==> src/rtl/imem_loader_pkg.sv <==
// Shared definitions for the boot-time instruction-memory loader.
package imem_loader_pkg;

  // Loader phases, in the order a well-formed frame walks through them.
  typedef enum logic [2:0] {
    ST_HDR_LO = 3'd0,
    ST_HDR_HI = 3'd1,
    ST_DATA   = 3'd2,
    ST_CHECK  = 3'd3,
    ST_DONE   = 3'd4,
    ST_ERROR  = 3'd5
  } state_e;

  // Frame header is a 16-bit little-endian word count.
  localparam int HDR_BYTES      = 2;
  // Instructions are 32 bits, assembled least-significant byte first.
  localparam int BYTES_PER_WORD = 4;

  // Byte address of instruction word 'idx' relative to 'base', in 64-bit arithmetic.
  function automatic logic [63:0] word_byte_addr(input logic [63:0] base,
                                                 input logic [15:0] idx);
    return base + {46'd0, idx, 2'b00};
  endfunction

endpackage

==> src/rtl/imem_loader_word_assembler.sv <==
// Collects stream bytes into little-endian 32-bit words and pulses word_valid
// for one cycle after the edge that accepted the last byte of a word.
module word_assembler
  import imem_loader_pkg::*;
(
  input  logic        clk,
  input  logic        reset,      // asynchronous, active-low
  input  logic        clear,      // drop any partial word and restart at byte 0
  input  logic        push,       // byte_in is consumed on this edge
  input  logic [7:0]  byte_in,
  output logic        last_byte,  // the next pushed byte completes a word
  output logic        word_valid,
  output logic [31:0] word_data
);

  localparam logic [1:0] LAST_IDX = 2'(BYTES_PER_WORD - 1);

  logic [1:0]  cnt_q, cnt_d;
  logic [23:0] shift_q, shift_d;
  logic        valid_q, valid_d;
  logic [31:0] word_q, word_d;

  // Shift bytes in from the top so the first byte ends up in bits [7:0].
  always_comb begin
    cnt_d   = cnt_q;
    shift_d = shift_q;
    valid_d = 1'b0;
    word_d  = word_q;
    if (clear) begin
      cnt_d   = 2'd0;
      shift_d = 24'd0;
    end else if (push) begin
      if (cnt_q == LAST_IDX) begin
        word_d  = {byte_in, shift_q};
        valid_d = 1'b1;
        cnt_d   = 2'd0;
      end else begin
        shift_d = {byte_in, shift_q[23:8]};
        cnt_d   = cnt_q + 2'd1;
      end
    end
  end

  // Assembly registers; the completed word is held until the next one replaces it.
  always_ff @(posedge clk or negedge reset) begin
    if (!reset) begin
      cnt_q   <= 2'd0;
      shift_q <= 24'd0;
      valid_q <= 1'b0;
      word_q  <= 32'd0;
    end else begin
      cnt_q   <= cnt_d;
      shift_q <= shift_d;
      valid_q <= valid_d;
      word_q  <= word_d;
    end
  end

  assign last_byte  = (cnt_q == LAST_IDX);
  assign word_valid = valid_q;
  assign word_data  = word_q;

endmodule

==> src/rtl/imem_loader.sv <==
// Boot loader: parses a framed byte stream (count, payload, XOR check), writes
// each 32-bit instruction to consecutive word addresses and holds the core in
// reset until a complete image with a matching checksum is in memory.
//
// Stream handshake: a byte moves on a rising clock edge exactly when in_valid
// and in_ready are both high; in_valid with in_ready low leaves the byte with
// the sender, and in_ready depends only on the current state.
module imem_loader
  import imem_loader_pkg::*;
#(
  parameter int          MAX_WORDS = 256,
  parameter logic [63:0] BASE_ADDR = 64'h0
) (
  input  logic        clk,
  input  logic        reset,        // asynchronous, active-low
  input  logic        in_valid,
  input  logic [7:0]  in_data,
  output logic        in_ready,
  input  logic        reload,
  output logic        imem_we,
  output logic [63:0] imem_addr,
  output logic [31:0] imem_wdata,
  output logic        cpu_reset,
  output logic        done,
  output logic        error,
  output logic [15:0] words_loaded,
  output logic [2:0]  dbg_state
);

  state_e      state_q, state_d;
  logic [7:0]  count_lo_q, count_lo_d;
  logic [15:0] count_q, count_d;
  logic [15:0] word_idx_q, word_idx_d;
  logic [7:0]  chk_q, chk_d;
  logic [63:0] addr_q, addr_d;

  logic        xfer;
  logic [15:0] hdr_count;
  logic        asm_clear;
  logic        asm_push;
  logic        asm_last;
  logic        asm_word_valid;
  logic [31:0] asm_word_data;

  assign xfer      = in_valid && in_ready;
  assign hdr_count = {in_data, count_lo_q};

  // Frame parser: next state plus checksum, word index and address updates.
  always_comb begin
    state_d    = state_q;
    count_lo_d = count_lo_q;
    count_d    = count_q;
    word_idx_d = word_idx_q;
    chk_d      = chk_q;
    addr_d     = addr_q;
    asm_clear  = 1'b0;
    asm_push   = 1'b0;
    unique case (state_q)
      ST_HDR_LO: begin
        if (xfer) begin
          count_lo_d = in_data;
          state_d    = ST_HDR_HI;
        end
      end
      ST_HDR_HI: begin
        if (xfer) begin
          // Empty images and images larger than the memory are rejected outright.
          if (hdr_count == 16'd0 || {16'd0, hdr_count} > MAX_WORDS) begin
            state_d = ST_ERROR;
          end else begin
            count_d    = hdr_count;
            word_idx_d = 16'd0;
            chk_d      = 8'd0;
            asm_clear  = 1'b1;
            state_d    = ST_DATA;
          end
        end
      end
      ST_DATA: begin
        if (xfer) begin
          asm_push = 1'b1;
          chk_d    = chk_q ^ in_data;
          if (asm_last) begin
            // Address is registered alongside the assembled word so both
            // are valid in the single imem_we cycle.
            addr_d     = word_byte_addr(BASE_ADDR, word_idx_q);
            word_idx_d = word_idx_q + 16'd1;
            if (word_idx_q == count_q - 16'd1) begin
              state_d = ST_CHECK;
            end
          end
        end
      end
      ST_CHECK: begin
        if (xfer) begin
          state_d = (in_data == chk_q) ? ST_DONE : ST_ERROR;
        end
      end
      ST_DONE: begin
        if (reload) begin
          state_d = ST_HDR_LO;
        end
      end
      ST_ERROR: begin
        state_d = ST_ERROR;
      end
      default: begin
        state_d = ST_HDR_LO;
      end
    endcase
  end

  // Parser state and bookkeeping registers.
  always_ff @(posedge clk or negedge reset) begin
    if (!reset) begin
      state_q    <= ST_HDR_LO;
      count_lo_q <= 8'd0;
      count_q    <= 16'd0;
      word_idx_q <= 16'd0;
      chk_q      <= 8'd0;
      addr_q     <= BASE_ADDR;
    end else begin
      state_q    <= state_d;
      count_lo_q <= count_lo_d;
      count_q    <= count_d;
      word_idx_q <= word_idx_d;
      chk_q      <= chk_d;
      addr_q     <= addr_d;
    end
  end

  word_assembler u_word_assembler (
    .clk        (clk),
    .reset      (reset),
    .clear      (asm_clear),
    .push       (asm_push),
    .byte_in    (in_data),
    .last_byte  (asm_last),
    .word_valid (asm_word_valid),
    .word_data  (asm_word_data)
  );

  // Only the loading phases take bytes; the core runs only from a verified image.
  assign in_ready     = (state_q == ST_HDR_LO) || (state_q == ST_HDR_HI) ||
                        (state_q == ST_DATA)   || (state_q == ST_CHECK);
  assign cpu_reset    = (state_q != ST_DONE);
  assign done         = (state_q == ST_DONE);
  assign error        = (state_q == ST_ERROR);
  assign imem_we      = asm_word_valid;
  assign imem_wdata   = asm_word_data;
  assign imem_addr    = addr_q;
  // The word index doubles as the count of words written in this load.
  assign words_loaded = word_idx_q;
  assign dbg_state    = state_q;

endmodule

==> config.mk <==
export PLATFORM = sky130hd
export DESIGN_NAME = imem_loader
export DESIGN_NICKNAME = d
export VERILOG_FILES = /design/src/rtl/imem_loader_pkg.sv /design/src/rtl/imem_loader_word_assembler.sv /design/src/rtl/imem_loader.sv
export SDC_FILE = /design/constraint.sdc
export NUM_CORES = 1
export LEC_CHECK = 0
export CORE_ASPECT_RATIO = 0.75
export CORE_MARGIN = 5
export CORE_UTILIZATION = 55
export DETAILED_ROUTE_END_ITERATION = 8
export GPL_TIMING_DRIVEN = 0
export HOLD_SLACK_MARGIN = 0.02
export MAX_ROUTING_LAYER = met4
export PLACE_DENSITY = 0.92
export SLEW_MARGIN = 20
export SYNTH_ARGS = -nofsm -noshare
export SYNTH_HDL_FRONTEND = slang
export SYNTH_SLANG_ARGS = --single-unit
==> constraint.sdc <==
create_clock -name clk -period 3.8 [get_ports clk]
set_clock_uncertainty 0.05 [all_clocks]
set_input_delay 0.95 -clock clk [delete_from_list [all_inputs] [get_ports clk]]
set_output_delay 0.95 -clock clk [all_outputs]
set_load 0.03 [all_outputs]
==> results.py <==
metrics = {
    "drt": {
        "drt-initial-drc-count": 402,
        "vias": 5064,
        "wire_per_inst_um": 17.6,
        "antenna_left": 0,
        "wl_mm": 15.9,
        "dr.pass1.iters": 4,
        "drc_errors": 0,
        "vias_per_cell": 5.60,
    },
    "sta": {
        "fin_crit_ns": 3.50,
        "setup_viol": 0,
        "worstMarginPinSlew_ns": 0.917,
        "slew_headroom_pct": 38.4,
        "final-max-slew-violation-count": 0,
        "finalHoldViolations": 0,
        "clock.fmax_mhz": 286,
        "setup_slack_ns": 0.304,
        "fin_crit_sh_pct": 92.0,
        "rsz0062_at_grt": "no",
    },
    "synth": {
        "async_flop_share_pct": 100,
        "synth_cell_types": 54,
        "ys_warn_count": 0,
        "synth_area_per_cell_um2": 10.2,
        "synth_edf_count": 0,
        "synth_top_area_share_pct": 51.3,
        "synth_commonest_cells": "dfrtp_1 (126), nand2_1 (101), buf_4 (50), mux2_2 (39), o21ai_0 (37)",
        "yosysMostFrequentCell": "dfrtp_1",
        "synthCells": 605,
        "synth_area_leader_cell": "dfrtp_1",
        "synth_area_um2": 6150,
        "synth_seq_cells": 126,
        "yosysSeqAreaShare_pct": 51.3,
        "ys_top_cells_by_area": "dfrtp_1 (51%), mux2_2 (7.1%), nand2_1 (6.2%)",
        "synth_ff_type": "dfrtp_1",
    },
    "placed_design": {
        "dp_cells": 874,
        "io_buffer_count": 81,
        "gp_congestion": 1.02,
        "placed_area_um2": 7340,
        "hpwl_mm": 11.3,
        "pre_cts_ws_ns": 0.0595,
    },
    "critical_path": {
        "crit_path_top_delay_cell": "clkdlybuf4s50_1",
        "critPathRequiredTime_ns": 4.04,
        "reg2reg_to": "u_word_assembler.word_data[19]",
        "cp_common_cell": "nor2_1",
        "rr_startpoint": "dbg_state[1]",
        "critical-path-max-stage-delay_ns": 0.63,
        "arrival_ns": 3.73,
        "criticalPathCategory": "in -> reg",
        "r2r_slack_ns": 0.60,
        "path_cells": "clkdlybuf4s50_1, nor4_1, nand2_1, nor3_1, nand3_1, nor2_1, clkbuf_1, nor2_1",
        "end_kind": "register",
        "critPathTopFamily": "simple AND/OR/NAND/NOR gates",
        "crit_fanout": 10,
        "startpoint_type": "input port",
        "reg2regPathDepth": 7,
        "crit_buf_inv": 2,
    },
    "pwr": {
        "power_mw": 3.32,
        "power_density_nw_per_um2": 420,
        "vdd.ir_drop.worst_mv": 0.321,
        "leakage_nw": 3.78,
    },
    "floorplanning": {
        "die_w_um": 132,
        "dieArea_um2": 13400,
        "dieHeight_um": 102,
        "io_pins": 132,
        "core_um2": 10900,
        "rows": 33,
        "initial_core_util_pct": 56.2,
    },
    "clock_tree": {
        "clock_path_buffers": 2,
        "clock_sinks": 126,
        "insertion_delay_ns": 0.42,
        "hold_buffers": 0,
        "h-tree-depth": 4,
        "numCtsBuffers": 17,
        "ctsResizeCount": 0,
        "cts_root_buffer": "clkbuf_16",
        "cts_setup_buffers": 0,
        "cts.clk_slew.worst_paths_ns": 0.06,
        "cts_tree": "done",
    },
    "finish": {
        "utilization_pct": 72.4,
        "layout-drive-gt1-share_pct": 17.6,
        "final_cells": 905,
        "layout.nets": 768,
        "final_area_um2": 7920,
        "area_growth_pct": 28.8,
        "n_antenna_cell": 0,
    },
    "status": {
        "status": "complete, no violations",
    },
    "global_routing": {
        "antenna_found_initial": 0,
        "track_usage_pct": 25.1,
        "grt_pass1_wl_mm": 26.0,
        "grt_overflow": 0,
        "grt_pass1_vias": 5044,
        "grt_max_degree": 76,
    },
    "flow_run": {
        "drv_cap": 0,
    },
    "min_path": {
        "hp-class": "in -> async",
    },
}
==> sequential cells by signal (all words and copies together) (netlist names) <==
name	flops
chk_q	8
count_lo_q	8
count_q	16
dbg_state	3
imem_addr	16
u_word_assembler.cnt_q	2
u_word_assembler.shift_q	24
u_word_assembler.word_data	32
u_word_assembler.word_valid	1
words_loaded	16
==> cell usage in the layout, fill, tap and decap left out, types with 3 or more instances in the layout <==
cell             count
xor2_1               7
nor4_1              14
a22o_1              20
or3_1                3
dfrtp_1            126
clkinv_2             4
xnor2_1             32
clkbuf_1            22
a21oi_1              6
conb_1              48
bufinv_16            3
buf_4               50
clkinv_4             3
nor2_1              33
ha_1                 3
nand3b_1             3
nor3_1              14
nand3_1             20
buf_2                6
o21ai_0             37
nand2_1            101
and2_1               8
clkdlybuf4s50_1     80
inv_1               17
clkbuf_16           17
mux2_2              39
nand4_1              6
==> stage by stage <==
stage	hold slack, ns	setup TNS [ns]
6_report	0.424	0
5_1_grt	0.456	0
4_1_cts	0.426	0
3_5_place_dp	0.411	0
3_3_place_gp	0.409	-351.97
2_1_floorplan	0.390	0
==> metal layers <==
layer	part of all wire [%]	up-vias	wire (um)	track usage, %
li1	-	2279	-	-
met5	0	-	0	-
met3	8.4	31	1340	7.00
met1	42	2499	6750	32.5
met4	1.8	0	280	7.59
met2	47	255	7530	39.0
==> how the worst max path moves through the flow <==
stage,startpoint,end,cells past startpoint,slack (ns)
2_1_floorplan,in_valid,u_word_assembler.shift_q[20],7,1.07
3_3_place_gp,reset,imem_addr[13],1,-2.80
3_5_place_dp,in_data[3],words_loaded[12],8,0.06
4_1_cts,in_data[7],words_loaded[12],8,0.40
5_1_grt,in_data[3],words_loaded[7],8,0.07
6_report,in_data[3],words_loaded[12],8,0.30
==> report_power, final <==
group | internal, mW | switching [mW] | total, mW
clock network | 1.02 | 0.588 | 1.61
registers | 1.37 | 0.0266 | 1.40
logic | 0.113 | 0.202 | 0.315
total | 2.51 | 0.817 | 3.32
==> area by class of cell <==
class,instances,area [um2]
Fill cell,708,3020
Clock inverter,11,144
Inverter,18,67.6
Clock buffer,20,437
Multi-Input combinational cell,431,2610
Timing Repair Buffer,82,840
Tap cell,140,175
Buffer,77,494
Sequential cell,126,3150
==> cells by family (layout without fill, tap and decap cells) <==
| family | after synthesis | in the layout | synth area share (%) |
|---|---|---|---|
| simple gates | 221 | 221 | 17.2 |
| flops | 126 | 126 | 51.3 |
| buf+inv | 95 | 208 | 9.13 |
| compound gates | 79 | 79 | 8.67 |
| mux | 41 | 41 | 7.47 |
| xor+xnor | 39 | 39 | 5.55 |
| fa+ha+maj | 3 | 3 | 0.610 |
| other cells | 1 | 48 | 0.0610 |
Note: power is estimated with default switching activity, not from simulation.
